==> src/rtl/alu_iter_exec.sv <==
// alu_iter_exec: execute-stage ALU with 1-cycle ops
// and bit-serial shifts behind a start/done handshake.
module alu_iter_exec #(
  parameter int XLEN    = 32,
  parameter int SHAMT_W = 5
) (
  input  logic              i_Clk,
  input  logic              i_Rst_n,
  input  logic              i_Start,
  input  logic [3:0]        i_ALUControlLines,
  input  logic [XLEN-1:0]   i_A,
  input  logic [XLEN-1:0]   i_B,
  output logic              o_Ready,
  output logic              o_Done,
  output logic [XLEN-1:0]   o_Result,
  output logic              o_Zero,
  output logic              o_Illegal
);

  typedef enum logic [1:0] {
    IDLE  = 2'd0,
    SHIFT = 2'd1,
    DONE  = 2'd2
  } state_t;

  localparam logic [3:0] OP_ADD  = 4'b0000;
  localparam logic [3:0] OP_SUB  = 4'b1000;
  localparam logic [3:0] OP_SLL  = 4'b0001;
  localparam logic [3:0] OP_SLT  = 4'b0010;
  localparam logic [3:0] OP_SLTU = 4'b0011;
  localparam logic [3:0] OP_XOR  = 4'b0100;
  localparam logic [3:0] OP_SRL  = 4'b0101;
  localparam logic [3:0] OP_SRA  = 4'b1101;
  localparam logic [3:0] OP_OR   = 4'b0110;
  localparam logic [3:0] OP_AND  = 4'b0111;

  state_t              state;
  logic [XLEN-1:0]     acc;
  logic [SHAMT_W-1:0]  cnt;
  logic                sh_left;
  logic                sh_arith;

  logic [XLEN-1:0]     res_c;
  logic                ill_c;
  logic                shift_c;
  logic [XLEN-1:0]     acc_next;
  logic [SHAMT_W-1:0]  shamt;
  logic                accept;

  assign shamt   = i_B[SHAMT_W-1:0];
  assign accept  = i_Start && (state != SHIFT);
  assign o_Ready = (state != SHIFT);
  assign o_Done  = (state == DONE);

  // Single-cycle result; a shift here only matters when shamt is 0.
  always_comb begin
    res_c   = '0;
    ill_c   = 1'b0;
    shift_c = 1'b0;
    unique case (i_ALUControlLines)
      OP_ADD:  res_c = i_A + i_B;
      OP_SUB:  res_c = i_A - i_B;
      OP_SLT:  res_c = {{(XLEN-1){1'b0}},
                        ($signed(i_A) < $signed(i_B))};
      OP_SLTU: res_c = {{(XLEN-1){1'b0}}, (i_A < i_B)};
      OP_XOR:  res_c = i_A ^ i_B;
      OP_OR:   res_c = i_A | i_B;
      OP_AND:  res_c = i_A & i_B;
      OP_SLL, OP_SRL, OP_SRA: begin
        res_c   = i_A;
        shift_c = 1'b1;
      end
      default: ill_c = 1'b1;
    endcase
  end

  // One-bit step of the serial shifter.
  always_comb begin
    acc_next = acc;
    if (sh_left)
      acc_next = {acc[XLEN-2:0], 1'b0};
    else
      acc_next = {sh_arith & acc[XLEN-1], acc[XLEN-1:1]};
  end

  // Control FSM, shift datapath and registered results.
  always_ff @(posedge i_Clk or negedge i_Rst_n) begin
    if (!i_Rst_n) begin
      state     <= IDLE;
      acc       <= '0;
      cnt       <= '0;
      sh_left   <= 1'b0;
      sh_arith  <= 1'b0;
      o_Result  <= '0;
      o_Zero    <= 1'b1;
      o_Illegal <= 1'b0;
    end else if (accept) begin
      if (shift_c && (shamt != '0)) begin
        acc      <= i_A;
        cnt      <= shamt;
        sh_left  <= (i_ALUControlLines == OP_SLL);
        sh_arith <= i_ALUControlLines[3];
        state    <= SHIFT;
      end else begin
        o_Result  <= res_c;
        o_Zero    <= (res_c == '0);
        o_Illegal <= ill_c;
        state     <= DONE;
      end
    end else begin
      unique case (state)
        SHIFT: begin
          acc <= acc_next;
          cnt <= cnt - 1'b1;
          if (cnt == SHAMT_W'(1)) begin
            o_Result  <= acc_next;
            o_Zero    <= (acc_next == '0);
            o_Illegal <= 1'b0;
            state     <= DONE;
          end
        end
        DONE:    state <= IDLE;
        default: state <= IDLE;
      endcase
    end
  end

endmodule

==> config.mk <==
export PLATFORM = sky130hd
export DESIGN_NAME = alu_iter_exec
export DESIGN_NICKNAME = d
export VERILOG_FILES = /design/src/rtl/alu_iter_exec.sv
export SDC_FILE = /design/constraint.sdc
export NUM_CORES = 1
export LEC_CHECK = 0
export ABC_AREA = 1
export BUFFER_PORTS_ARGS = -buffer_cell sky130_fd_sc_hd__buf_2
export CORE_AREA = 2 2 146 177
export CTS_BUF_LIST = sky130_fd_sc_hd__clkbuf_4
export CTS_CLUSTER_DIAMETER = 120
export DETAILED_ROUTE_END_ITERATION = 10
export DIE_AREA = 0 0 148 179
export GPL_ROUTABILITY_DRIVEN = 1
export HOLD_SLACK_MARGIN = 0.08
export PLACE_DENSITY = 0.63
export SLEW_MARGIN = 5
export SYNTH_ARGS = -nofsm -noshare
export SYNTH_HDL_FRONTEND = slang
export SYNTH_SLANG_ARGS = --single-unit
==> constraint.sdc <==
create_clock -name i_Clk -period 2.5 [get_ports i_Clk]
set_clock_uncertainty 0.15 [all_clocks]
set_input_delay 0.25 -clock i_Clk [delete_from_list [all_inputs] [get_ports i_Clk]]
set_output_delay 0.25 -clock i_Clk [all_outputs]
set_load 0.05 [all_outputs]
==> results of run 1 <==
==> worst min-delay path, delay by kind of cell <==
kind | cells | cell delay, ps
AOI/OAI and AO/OA | 1 | 130
buffers and inverters | 2 | 240
and+or+nand+nor | 1 | 70
==> kinds of logic after synthesis <==
kind of cell / after synthesis
compound gates: 270
xor+xnor: 2
fa+ha+maj: 107
buf+inv: 422
flops: 75
simple gates: 1017
==> state kept, by name, indices dropped and copies added, names as in the netlist <==
register   cells
sh_left        1
o_Illegal      1
o_Result      32
acc           32
cnt            5
o_Zero         1
state          2
sh_arith       1
==> per-stage QoR <==
step                      instances  hold WS (ps)  setup TNS [ps]  cell area (um2)  setup slack [ps]
after floorplan                1893          -196               0            11000               187
after global placement         2573           122           -3810            14000              -527
after detailed placement       2573           117           -3900            14000              -527
after CTS                      2600          99.0               0            14400              14.9
after global routing           2601           121           -32.1            14500             -32.1
final                          2601           124               0            14500              71.7
==> worst max-delay path by stage <==
stage	from	endpoint	slack, ps
floorplan	i_A[0]	o_Zero	190
global placement	i_A[19]	o_Zero	-530
detailed placement	i_A[19]	o_Zero	-530
CTS	i_A[21]	o_Zero	10
global route	i_B[3]	o_Zero	-30
finish	i_A[21]	o_Zero	70
==> power by group through the flow <==
stage | sequential, uW | combinational, uW | clock, uW
after detailed placement | 2010 | 4540 | 0
after global routing | 2050 | 5080 | 1180
after global placement | 1990 | 4510 | 0
final | 1990 | 4640 | 1110
after CTS | 1980 | 4580 | 1130
after floorplan | 2620 | 2240 | 0
==> routing by layer <==
metal	share of wire, %	routed length, um	track usage (%)
met1	38	17600	38.4
met2	48	22300	61.9
met3	4.8	2240	3.46
met4	9.6	4490	27.3
met5	0	0	0
==> synthesized netlist by cell type, types with 3 or more instances <==
master / number / share of area (%)
o21bai_1: 7 / 0.48
nand3_1: 174 / 7.9
o21ai_1: 3 / 0.14
nand3b_1: 3 / 0.20
inv_1: 314 / 11
nor3_2: 3 / 0.27
o221ai_1: 4 / 0.32
a21oi_2: 3 / 0.24
nor2_4: 6 / 0.61
ha_1: 105 / 12
nand2_2: 19 / 1.1
nand4_1: 18 / 1.0
nor2_1: 162 / 5.5
nor4_1: 5 / 0.28
o21ai_0: 113 / 5.1
nor2_2: 22 / 1.2
dfrtp_1: 74 / 17
o211ai_1: 5 / 0.34
a221oi_2: 8 / 1.1
a21oi_1: 45 / 2.0
a31oi_1: 32 / 1.8
or2_2: 10 / 0.57
a221oi_1: 9 / 0.72
inv_2: 29 / 0.99
o22ai_1: 32 / 1.8
buf_6: 10 / 1.0
buf_2: 30 / 1.4
buf_4: 17 / 1.2
nand3_2: 5 / 0.45
nand2_1: 570 / 19
clkbuf_1: 19 / 0.65
nor3_1: 13 / 0.59
==> repair_timing <==
item,CTS,global route
pin swaps,0,2
endpoints found under the hold margin,59,0
hold buffers,11,0
gates resized for setup,1,33
endpoints found under the setup margin,1,4
==> cell type report <==
class	count	area, um2
fill	2625	10500
inverter	346	1300
clock buffer	9	67.6
clock inverter	7	146
antenna	1	2.50
multi-input combinational	1396	7500
timing repair buffer	437	3170
tap	330	413
sequential	75	1880
==> impl_results.md, run 1 <==
- FF+latch count, synth: 75
- CTS tree: yes
- Crit-path most repeated cell: nand2_1
- Tmin final: 2430 ps
- RSZ-0062 raised after global routing: yes
- Sequential Power Share: 25.7%
- Worst Path Arrival: 2670 ps
- FF-to-FF Start: state[0]
- Core Rows: 64
- Via/cell ratio: 5.20
- Num CTS Buffers: 9
- Hold Crit Class: input pin to register
- Hold EP: o_Illegal
- Comb power frac: 60.0%
- Critical Path RT: 2740 ps
- Mux cell area share after synthesis: 0%
- Worst Tran Pin Value: 965 ps
- Syn Inst Count: 1893
- Fin crit share: 97.1%
- Most used DFF post-synth: dfrtp_1
- Nets: 2443
- Routed Wire Length: 46600 um
- Fin. Hold Viols: 0
- Pin count of the biggest net entering global routing: 63
- Worst Path Buf+Inv: 5
- Register area share after synthesis: 17.1%
- GRT Residual Overflow: 0
- Post-Syn Area: 11000 um2
- Post-synth EDFFs: 0
- Worst reg2reg setup slack: 290 ps
- Final setup violating endpoints: 0
- Core Region: 25000 um2
- Total die area: 26500 um2
- Layout cells sized above 1: 25.5%
- Initial Utilization: 44.1%
- Delay of the slowest cell on the worst path: 400 ps
- Cell count along the critical path: 20
- Worst hold start: i_ALUControlLines[2]
- Outcome: finished clean
- Most frequent cells in the layout: nand2_1 (566), inv_1 (314), buf_4 (311), nand3_1 (169), nor2_1 (158)
- Sink Count: 75
- CTS Buffer Depth: 2
- H-tree depth: 3
- Initial antenna violation count: 1
- # DRC: 0
- Post-route ant nets: 0
- Number of iterations in the first detailed-routing pass: 6
- Area growth syn-to-layout: 31.4%
- Worst Reg-to-Reg Cells: 13
- Peak VDD IR: 0.000405 V
- Syn nets: 2071
- DR WL/cell: 17.9 um
- Crit Path Class: input pin to register
- Overall power: 7740 uW
- Maximum clock frequency: 412 MHz
- Synth Area in Adders: 12.3%
- Hpwl dp: 39000 um
- CTS clk-pin slew, worst paths: 130 ps
- Die Width: 148 um
- Post-synthesis xor/xnor area fraction: 0.159%
- DRT iter0 DRCs: 1086
- Die H: 179 um
- Routed vias: 13500
- Internal Power: 3920 uW
- GPL Wtd Cong: 1.07
- Core Util, Final: 57.9%
- # IOs: 107
- Pwr/cell area: 535 nW/um2
- Switching power: 3820 uW
- Slew HR: 35.6%
- Kind of cell adding the most delay to the critical path: simple AND/OR/NAND/NOR gates
- Warnings, synthesis: 0
- Largest fanout on the critical path: 5
- Clock power frac: 14.3%
- RR Endpoint: o_Zero
- Post-synth ARST share: 100%
- Synth Area in Compound Gates: 14.8%
- Critical path capture point type: register
- Avg Cell Area, Syn: 5.82 um2
- PortBufs: 106
- Simple-gate share of the synthesized area: 39.7%
- First-pass GRT wire length: 70200 um
- Net Sw Frac: 49.4%
- Final Max Slew Viols: 0
- CP max stage cell: ha_1
- Vias in the first global route: 12900
- Hold depth: 4
- Critical path cell sequence: buf_2 > inv_1 > ha_1 > buf_4 > nor2_1 > inv_1 > buf_4 > nor2_1 > nand2_1 > nor3_2 > nand2_1 > nand2_1 > nand2_1 > nand3_1 > nand3_1 > nor2_2 > nand2_1 > nor2_1 > nand3_1 > a21oi_1
- Post-synth cell types: 49
- Static Leakage: 0.00805 uW
- Largest family of logic cells by synthesized area: simple AND/OR/NAND/NOR gates
- Setup crit start kind: input pin
- Setup Fix Bufs, Post-CTS: 0
- Total Routing Usage GR: 35.0%
- Most common cell after layout, fill and taps aside: nand2_1
- Clock Root Buffer: clkbuf_4
- Max Cap Violations: 0
- Clk Latency, worst-skew pair: 460 ps
Note: power is estimated with default switching activity, not from simulation.
==> run 2: changes to the inputs <==
--- a/config.mk
+++ b/config.mk
@@ -15,6 +15,7 @@
 export GPL_ROUTABILITY_DRIVEN = 1
 export HOLD_SLACK_MARGIN = 0.08
 export PLACE_DENSITY = 0.63
+export REMOVE_ABC_BUFFERS = 1
 export SLEW_MARGIN = 5
 export SYNTH_ARGS = -nofsm -noshare
 export SYNTH_HDL_FRONTEND = slang
==> run 2 against run 1 <==
  * The flow now finishes with violations (negative setup slack)
  * First-iteration DRC count fell by 9.8%
  * Wire length rose by 2.0%
  * Power rose by 0.15%
  * Sequential share of layout area fell by 0.43 points
  * Sequential cell count did not move
  * Critical path depth fell by 4
  * Clock power fell by 19%
  * Setup slack got worse by 75 ps
  * Via count rose by 2.0%
  * Die area did not move
  * Critical path type unchanged
==> impl_results.md, run 2 (synthesis results as in run 1) <==
- Clock Root Buffer: clkbuf_4 (unchanged)
- Clk Latency, worst-skew pair: 460 ps (about the same)
- Worst Tran Pin Value: 1040 ps (was 965 ps)
- Max Cap Violations: 0 (unchanged)
- Most common cell after layout, fill and taps aside: nand2_1 (unchanged)
- Static Leakage: 0.00818 uW (was 0.00805 uW)
- GRT Residual Overflow: 0 (unchanged)
- Initial Utilization: 44.1% (unchanged)
- Fin crit share: 100% (was 97.1%)
- Layout cells sized above 1: 29.8% (was 25.5%)
- Clock power frac: 11.6% (was 14.3%)
- Core Region: 25000 um2 (unchanged)
- Sink Count: 75 (unchanged)
- Switching power: 3930 uW (was 3820 uW)
- Pwr/cell area: 518 nW/um2 (was 535 nW/um2)
- First-pass GRT wire length: 71200 um (was 70200 um)
- Worst Path Arrival: 2660 ps (was 2670 ps)
- Crit Path Class: input pin to register (unchanged)
- CTS Buffer Depth: 2 (unchanged)
- Critical path capture point type: register (unchanged)
- Total Routing Usage GR: 35.1% (was 35.0%)
- # IOs: 107 (unchanged)
- Setup crit start kind: input pin (unchanged)
- Peak VDD IR: 0.000393 V (was 0.000405 V)
- Critical Path RT: 2650 ps (was 2740 ps)
- Overall power: 7750 uW (was 7740 uW)
- Tmin final: 2500 ps (was 2430 ps)
- H-tree depth: 3 (unchanged)
- Num CTS Buffers: 9 (unchanged)
- Hold Crit Class: input pin to register (unchanged)
- Most frequent cells in the layout: nand2_1 (548), buf_4 (338), inv_1 (310), nand3_1 (160), nor2_1 (141) (was nand2_1 (566), inv_1 (314), buf_4 (311), nand3_1 (169), nor2_1 (158))
- GPL Wtd Cong: 1.01 (was 1.07)
- Post-route ant nets: 0 (unchanged)
- Comb power frac: 62.7% (was 60.0%)
- Final Max Slew Viols: 0 (unchanged)
- Internal Power: 3830 uW (was 3920 uW)
- CTS clk-pin slew, worst paths: 130 ps (about the same)
- Fin. Hold Viols: 0 (unchanged)
- Final WS setup: -3.04 ps (was 71.7 ps)
- DR WL/cell: 18.1 um (was 17.9 um)
- Number of iterations in the first detailed-routing pass: 5 (was 6)
- # DRC: 0 (unchanged)
- Die H: 179 um (unchanged)
- Area growth syn-to-layout: 36.0% (was 31.4%)
- Via/cell ratio: 5.26 (was 5.20)
- CTS tree: yes (unchanged)
- Core Rows: 64 (unchanged)
- Pin count of the biggest net entering global routing: 57 (was 63)
- Routed vias: 13800 (was 13500)
- Routed Wire Length: 47500 um (was 46600 um)
- DRT iter0 DRCs: 980 (was 1086)
- Nets: 2465 (was 2443)
- Largest fanout on the critical path: 5 (unchanged)
- Vias in the first global route: 13000 (was 12900)
- Maximum clock frequency: 400 MHz (was 412 MHz)
- Initial antenna violation count: 1 (unchanged)
- Place WS: -575 ps (was -527 ps)
- Violated checks: negative setup slack
- Biggest regs: acc x32, o_Result x32, cnt x5 (unchanged)
- Total die area: 26500 um2 (unchanged)
- Net Sw Frac: 50.6% (was 49.4%)
- Outcome: finished with violations (was finished clean)
- Hpwl dp: 39600 um (was 39000 um)
- Final cell count without fillers: 2623 (was 2601)
- Placed cells: 2595 (was 2573)
- PortBufs: 106 (unchanged)
- Final setup violating endpoints: 1 (was 0)
- Die Width: 148 um (unchanged)
- Sequential Power Share: 25.7% (about the same)
- Slew HR: 30.9% (was 35.6%)
## run 2: cell count changes in the layout (fill, tap and decap cells not counted), sizes merged
cell,previous run,this run
dlygate4sd3,11,6
clkinv,3,5
bufinv,4,2
buf,426,453
inv,346,345
clkinvlp,0,1
## run 2: final timing paths
| path | start | depth (start not counted) | to | slack, ps |
|---|---|---|---|---|
| worst max-delay path | i_B[8] | 16 | o_Result[27] | -3 |
| worst min-delay path | i_A[31] | 4 | acc[31] | 90 |
| worst max register to register | state[0] | 13 | o_Zero | 180 |
| worst min register to register | o_Illegal | 2 | o_Illegal | 340 |
| max in group asynchronous | i_Rst_n | 3 | o_Zero | 1310 |
| min in group asynchronous | i_Rst_n | 2 | acc[2] | 150 |
## run 2: power by group through the flow
stage | clock, uW | combinational [uW] | sequential (uW)
floorplan | 0 | 2140 | 2630
global placement | 0 | 4570 | 2000
detailed placement | 0 | 4620 | 2010
CTS | 907 | 4650 | 1990
global route | 964 | 5290 | 2050
finish | 901 | 4860 | 1990
## run 2: through the flow
| step | hold slack, ps | instance area [um2] | util (%) | setup TNS, ps |
|---|---|---|---|---|
| floorplan | -196 | 10600 | - | -117500 |
| global placement | 127 | 14200 | 56.8 | -4350 |
| detailed placement | 131 | 14200 | 56.8 | -4690 |
| CTS | 81.8 | 14400 | 57.8 | 0 |
| global route | 92.0 | 15000 | 59.9 | -38.4 |
| finish | 86.9 | 15000 | 59.9 | -3.04 |
## run 2: cell type report
| cell class | count | area, um2 |
|---|---|---|
| well taps | 330 | 413 |
| diodes | 1 | 2.50 |
| clock inverters | 7 | 101 |
| multi-input cells | 1396 | 7890 |
| inverters | 346 | 1300 |
| clock buffers | 9 | 67.6 |
| flip-flops and latches | 75 | 1880 |
| fillers | 2515 | 10000 |
| repair buffers | 459 | 3320 |
## run 2: what timing repair did
item,CTS,global route
cloned,0,0
pin swaps,0,26
hold endpoints to repair,50,3
hold buffers,4,3
buffers inserted,0,5
resized for setup,8,124
endpoints found under the setup margin,1,3
## run 2: worst max-delay path, stage by stage
cell     delay (ps)
buf_2            90
inv_1            70
ha_4            330
nand2_2          80
buf_4           150
nor2_1          170
nand4_1         190
nand3_1         170
nand2_1         130
o21ai_1         140
buf_4           130
nand2_1          40
nand2_1          50
nor2_1           50
o21ai_0         440
a31oi_1         140
## run 2: routing by layer
layer	wire length [um]	vias up	part of all wire [%]	global-route usage, %
li1	-	6779	-	-
met2	22800	572	48	61.9
met3	2800	163	5.9	3.74
met1	17900	6287	38	40.0
met4	4070	0	8.6	23.5
met5	0	-	0	0
